**config.mk**
```make
export PLATFORM = sky130hd
export DESIGN_NAME = ring_rr_arbiter
export DESIGN_NICKNAME = d
export VERILOG_FILES = /design/src/rtl/ring_arb_pkg.sv /design/src/rtl/rr_ring_pick.sv /design/src/rtl/ring_rr_arbiter.sv
export SDC_FILE = /design/constraint.sdc
export NUM_CORES = 1
export LEC_CHECK = 0
export CORE_MARGIN = 2
export CORE_UTILIZATION = 50
export CTS_BUF_LIST = sky130_fd_sc_hd__clkbuf_4
export DETAILED_ROUTE_END_ITERATION = 6
export GPL_TIMING_DRIVEN = 1
export HOLD_SLACK_MARGIN = 0.1
export PLACE_DENSITY = 0.79
export SLEW_MARGIN = 25
export SYNTH_ARGS = -nofsm -noshare
export SYNTH_HDL_FRONTEND = slang
export SYNTH_SLANG_ARGS = --single-unit
```
**constraint.sdc**
```tcl
create_clock -name clk -period 1.9 [get_ports clk]
set_input_delay 0.38 -clock clk [delete_from_list [all_inputs] [get_ports clk]]
set_output_delay 0.38 -clock clk [all_outputs]
set_load 0.005 [all_outputs]
```
**src/rtl/ring_arb_pkg.sv**
```systemverilog
// rtl/ring_arb_pkg.sv - state type, default sizes and one-hot helpers for the ring arbiter
package ring_arb_pkg;

   localparam int DEF_N        = 4;
   localparam int DEF_MAX_HOLD = 8;
   localparam int MAX_N        = 16;

   typedef enum logic [1:0] {IDLE, BUSY, GAP} arb_state_e;

   function automatic logic [3:0] onehot_to_idx(input logic [MAX_N-1:0] oh);
      logic [3:0] idx;
      idx = '0;
      for (int i = 0; i < MAX_N; i++) begin
         if (oh[i]) idx = idx | 4'(i);
      end
      return idx;
   endfunction

   // Rotate the low n bits left by one; bits at n and above come back zero.
   function automatic logic [MAX_N-1:0] rotl1(input logic [MAX_N-1:0] v, input int n);
      logic [MAX_N-1:0] r;
      r    = {v[MAX_N-2:0], 1'b0};
      r[0] = v[4'(n - 1)];
      if (n < MAX_N) r[4'(n)] = 1'b0;
      return r;
   endfunction

endpackage

```
**src/rtl/rr_ring_pick.sv**
```systemverilog
// rtl/rr_ring_pick.sv - combinational first-set search from a one-hot start point, wrapping
module rr_ring_pick
   import ring_arb_pkg::*;
#(
   parameter int N  = DEF_N,
   parameter int IW = $clog2(N)
) (
   input  logic [N-1:0]  req_i,
   input  logic [N-1:0]  ptr_i,
   output logic [N-1:0]  win_oh_o,
   output logic [IW-1:0] win_idx_o,
   output logic          any_o
);

   localparam int W2 = 2 * N;

   logic [W2-1:0] dbl;
   logic [W2-1:0] masked;
   logic [W2-1:0] lowest;

   // The upper copy of req supplies the wrapped-around candidates below ptr.
   always_comb begin
      dbl       = {req_i, req_i};
      masked    = dbl & ~({{N{1'b0}}, ptr_i} - W2'(1));
      lowest    = masked & ((~masked) + W2'(1));
      win_oh_o  = lowest[N-1:0] | lowest[W2-1:N];
      win_idx_o = IW'(onehot_to_idx(MAX_N'(win_oh_o)));
      any_o     = |req_i;
   end

endmodule

```
**src/rtl/ring_rr_arbiter.sv**
```systemverilog
// rtl/ring_rr_arbiter.sv - round-robin arbiter with rotating one-hot ring; hold limit under ARB_TIMEOUT_EN
module ring_rr_arbiter
   import ring_arb_pkg::*;
#(
   parameter int N        = DEF_N,
   parameter int MAX_HOLD = DEF_MAX_HOLD
) (
   input  logic                 clk,
   input  logic                 rst,
   input  logic [N-1:0]         req,
   input  logic [N-1:0]         done,
   output logic [N-1:0]         grant,
   output logic                 grant_valid,
   output logic [$clog2(N)-1:0] grant_id,
   output logic                 timeout
);

   localparam int IW = $clog2(N);

   arb_state_e    state_q, state_d;
   logic [N-1:0]  grant_q, grant_d;
   logic [IW-1:0] id_q, id_d;
   logic [N-1:0]  ptr_q, ptr_d;

   logic [N-1:0]  win_oh;
   logic [IW-1:0] win_idx;
   logic          win_any;
   logic          release_req;
   logic          expire;

`ifdef ARB_TIMEOUT_EN
   localparam int HW = $clog2(MAX_HOLD + 1);
   logic [HW-1:0] hold_q, hold_d;
   logic          timeout_q, timeout_d;
`else
   logic [31:0]   unused_max_hold;
   assign unused_max_hold = MAX_HOLD;
`endif

   rr_ring_pick #(.N(N), .IW(IW)) u_pick (
      .req_i     (req),
      .ptr_i     (ptr_q),
      .win_oh_o  (win_oh),
      .win_idx_o (win_idx),
      .any_o     (win_any)
   );

   always_ff @(posedge clk or posedge rst) begin
      if (rst) begin
         state_q   <= IDLE;
         grant_q   <= '0;
         id_q      <= '0;
         ptr_q     <= N'(1);
`ifdef ARB_TIMEOUT_EN
         hold_q    <= '0;
         timeout_q <= 1'b0;
`endif
      end else begin
         state_q   <= state_d;
         grant_q   <= grant_d;
         id_q      <= id_d;
         ptr_q     <= ptr_d;
`ifdef ARB_TIMEOUT_EN
         hold_q    <= hold_d;
         timeout_q <= timeout_d;
`endif
      end
   end

   // Owner is identified through grant_q itself, so non-owner done bits never matter.
   always_comb begin
      release_req = (|(done & grant_q)) | ~(|(req & grant_q));
`ifdef ARB_TIMEOUT_EN
      expire      = (hold_q == HW'(MAX_HOLD));
`else
      expire      = 1'b0;
`endif
      state_d = state_q;
      grant_d = grant_q;
      id_d    = id_q;
      ptr_d   = ptr_q;
`ifdef ARB_TIMEOUT_EN
      hold_d    = hold_q;
      timeout_d = 1'b0;
`endif
      case (state_q)
         IDLE: begin
            if (win_any) begin
               state_d = BUSY;
               grant_d = win_oh;
               id_d    = win_idx;
`ifdef ARB_TIMEOUT_EN
               hold_d  = HW'(1);
`endif
            end
         end
         BUSY: begin
            if (release_req || expire) begin
               state_d = GAP;
               grant_d = '0;
               id_d    = '0;
               ptr_d   = N'(rotl1(MAX_N'(grant_q), N));
`ifdef ARB_TIMEOUT_EN
               timeout_d = expire && !release_req;
`endif
            end else begin
`ifdef ARB_TIMEOUT_EN
               if (hold_q != HW'(MAX_HOLD)) hold_d = hold_q + HW'(1);
`endif
            end
         end
         GAP:     state_d = IDLE;
         default: state_d = IDLE;
      endcase
   end

   always_comb begin
      grant       = grant_q;
      grant_valid = |grant_q;
      grant_id    = id_q;
`ifdef ARB_TIMEOUT_EN
      timeout     = timeout_q;
`else
      timeout     = 1'b0;
`endif
   end

endmodule

```
==> impl_results.rst <==
.. list-table::
   :header-rows: 1

   * - Metric
     - Value
   * - Result of the run
     - completed
   * - Post-route total power
     - 1.57 mW
   * - Clock root buffer master
     - sky130_fd_sc_hd__clkbuf_4
   * - Complex-gate fraction of the synthesized area
     - 0.277
   * - Detailed-route wire length on metal 1
     - 898 um
   * - DIE AREA
     - 1870 sq um
   * - Layout Area Growth over Synthesis
     - 34.5%
   * - Number of pins with negative max-slew slack in the final report
     - 0
   * - Worst setup path start
     - grant[3]
   * - Data arrival time of the critical path
     - 1.45 ns
   * - Final estimated routing congestion in global placement
     - 0.830
   * - Inserted Diodes
     - 0
   * - Standard-cell row count
     - 14
   * - Number of enable flip-flop cells after synthesis
     - 0
   * - CP max stage delay
     - 0.65 ns
   * - Count of buffer and inverter cells on the critical path
     - 1
   * - Routed wire length per instance
     - 16.6 um
   * - Synth async-reset ratio
     - 1.00
   * - Critical-path cell list
     - or4_2, buf_2
   * - Critical Path Start Type
     - register
   * - Layout cell share with drive strength beyond 1
     - 0.283
   * - Xor-xnor portion of the synthesized cell area
     - 0.0114
   * - Minimum clock period after layout
     - 1.83 ns
   * - Die span in x
     - 43.2 um
   * - Clock Pin Slew Worst Setup and Hold Paths
     - 0.07 ns
   * - Startpoint of the worst-slack reg-to-reg timing path
     - ptr_q[0]
   * - Syn Nets
     - 82
   * - Die boundary height
     - 43.2 um
   * - Routed wire length on met2
     - 932 um
   * - Final hold vios
     - 0
   * - Wire length of the first global-routing pass
     - 3420 um
   * - Worst IR drop on VDD
     - 0.811 mV
   * - Max Clock Freq
     - 547 MHz
   * - Post-synthesis sequential element count
     - 12
   * - Sinks on Clock Net
     - 12
   * - Power per unit of standard cell area
     - 1520 nW/um^2
   * - Critical path class
     - register to output pin
   * - First-pass DRT Iterations
     - 4
   * - Fin cells
     - 115
   * - Per-cell via count in the routed design
     - 6.17
   * - Pin count of the biggest net entering global routing
     - 13
   * - Worst hold slack after final layout
     - 0.415 ns
   * - Summed instance area of the synthesized netlist
     - 768 sq um
   * - Number of DRC violations after detailed-routing iteration 0
     - 9
   * - Total routing usage reported by global routing
     - 0.241
   * - Most instantiated flip-flop cell in the synthesis netlist
     - sky130_fd_sc_hd__dfrtp_1
   * - Simple logic cell fraction of the synthesized area
     - 0.186
   * - Sequential-to-total area share from yosys stat
     - 0.393
   * - Multiplexer share of the synthesized area
     - 0.0782
   * - Setup slack after placement
     - -0.115 ns
   * - Yosys warns
     - 0
   * - Classification of the worst-slack hold path
     - input pin to asynchronous set/reset pin
   * - Detailed Place HPWL
     - 1480 um
   * - Synthesized-area fraction occupied by adder cells
     - 0.0163
   * - Net count reported at finish
     - 111
   * - I/O Pins
     - 18
   * - Final setup fails
     - 0
   * - Worst-path fanout max
     - 2
   * - Leakage Power
     - 0.454 nW
   * - Remaining design rule violation count
     - 0
   * - Worst-case setup margin in the final layout
     - 0.0731 ns
   * - Crit-path slowest cell
     - sky130_fd_sc_hd__or4_2
   * - Worst Clk Skew
     - 0.00415 ns
   * - Cell count after placement
     - 111
   * - Crit end category
     - output pin
   * - Max-cap viol count
     - 0
   * - Cells after synthesis
     - 71
   * - Main combinational cell family by area after synthesis
     - compound AO/OA/AOI/OAI gates
   * - Clock tree from TritonCTS
     - built
   * - Detailed-route via count
     - 709
   * - Antenna viol nets, final
     - 0
   * - Number of clock buffers inserted by TritonCTS
     - 3
   * - Routed wire length
     - 1910 um
   * - Final worst path period share
     - 0.962
   * - Setup repair after global routing missed its margin
     - no
   * - Category of cells accounting for the largest share of critical-path delay
     - simple AND/OR/NAND/NOR gates
   * - Final design utilization
     - 0.702
   * - H-tree Lvls
     - 1
   * - Count of buffers inserted at the top-level ports
     - 16
   * - Starting density of the core
     - 0.522
   * - Required time of the critical path
     - 1.52 ns
   * - Initial antenna violation count
     - 0
   * - Highest metal layer with signal wires
     - met4
   * - Number of distinct standard cells referenced by the synthesized netlist
     - 40
   * - Met3 Routed Length
     - 58 um
   * - Latest clock arrival within the worst-skew pair
     - 0.27 ns
   * - CORE AREA
     - 1470 sq um
   * - Vias in the first global route
     - 717
   * - Mean Syn Cell Area
     - 10.8 sq um
   * - Grt total ovfl
     - 0
   * - Buffer depth of the longest clock path
     - 2
[synthesized netlist by cell type, types with 2 or more instances]
master,n,area share
sky130_fd_sc_hd__inv_1,5,0.024
sky130_fd_sc_hd__nor4_1,2,0.016
sky130_fd_sc_hd__nand2_1,5,0.024
sky130_fd_sc_hd__mux2_4,4,0.078
sky130_fd_sc_hd__a32oi_1,2,0.023
sky130_fd_sc_hd__o211ai_1,2,0.020
sky130_fd_sc_hd__o21ai_0,3,0.020
sky130_fd_sc_hd__nor3b_1,2,0.020
sky130_fd_sc_hd__a22o_1,2,0.023
sky130_fd_sc_hd__o2bb2ai_1,2,0.023
sky130_fd_sc_hd__nand2b_1,2,0.016
sky130_fd_sc_hd__a22oi_2,2,0.033
sky130_fd_sc_hd__dfrtp_1,11,0.36
[cells in the final DEF (no fill, tap or decap), drive strengths merged, types with 3 or more instances in the layout]
cell / instances
mux2: 4
inv: 5
o21ai: 3
clkdlybuf4s50: 15
buf: 10
nand2: 5
dfrtp: 11
clkbuf: 4
[through the flow]
stage                     instance area (sq um)  setup TNS (ns)
final                                      1030               0
after global routing                       1030               0
after CTS                                  1030               0
after detailed placement                   1010          -0.617
after global placement                     1010          -0.316
after floorplan                             768               0
[kinds of logic (layout without fill, tap and decap cells)]
logic type	after synthesis	in the layout
AO/OA/AOI/OAI	23	23
XOR/XNOR	1	1
adder cells (fa/ha/maj)	1	1
buffers and inverters	6	34
flip-flops	12	12
multiplexers	4	4
other	1	1
AND/OR/NAND/NOR	23	23
[worst reg2reg max path, cell delays in order, from the launching register on]
cell,delay [ns]
sky130_fd_sc_hd__dfstp_2,0.53
sky130_fd_sc_hd__inv_1,0.04
sky130_fd_sc_hd__ha_1,0.22
sky130_fd_sc_hd__xnor2_1,0.28
sky130_fd_sc_hd__nand2_1,0.13
sky130_fd_sc_hd__a41o_1,0.25
sky130_fd_sc_hd__a32o_2,0.25
[sequential cells by signal, indices dropped and copies added, names as in the netlist]
signal and cells:
state_q 2, grant_id 2, grant 4, ptr_q 4
[repair_timing]
action	4_1_cts	5_1_grt
buffers inserted	0	0
gates resized for setup	4	0
setup endpoints to repair	1	0
hold buffers	0	0
[where the power goes]
group | total, mW | internal (mW) | switching [mW] | leakage (nW)
sequential | 0.415 | 0.349 | 0.0668 | 0.159
clock | 0.175 | 0.0955 | 0.0796 | 0.0184
combinational | 0.979 | 0.506 | 0.473 | 0.276
[final cells by class]
cell class	count	area, sq um
Multi-Input combinational cell	53	440
Fill cell	129	438
Sequential cell	12	302
Timing Repair Buffer	25	223
Clock buffer	4	30.0
Tap cell	16	20.0
Inverter	5	18.8
[path summary, 6_finish.rpt]
check | cells past startpoint | slack (ns) | endpoint
max | 2 | 0.07 | grant_valid
min | 2 | 0.41 | grant[3]
max reg2reg | 6 | 0.10 | grant[0]
min reg2reg | 2 | 0.57 | grant_id[0]
max in group asynchronous | 2 | 1.14 | ptr_q[0]
min in group clk | 2 | 0.57 | grant_id[0]
[routing by layer]
| layer | global-route usage | vias to the layer above |
|---|---|---|
| met5 | 0 | - |
| met4 | 0.0606 | 0 |
| met3 | 0.0383 | 2 |
| met2 | 0.382 | 25 |
| met1 | 0.343 | 351 |
| li1 | - | 331 |
Power figures use the tool's default switching activity.
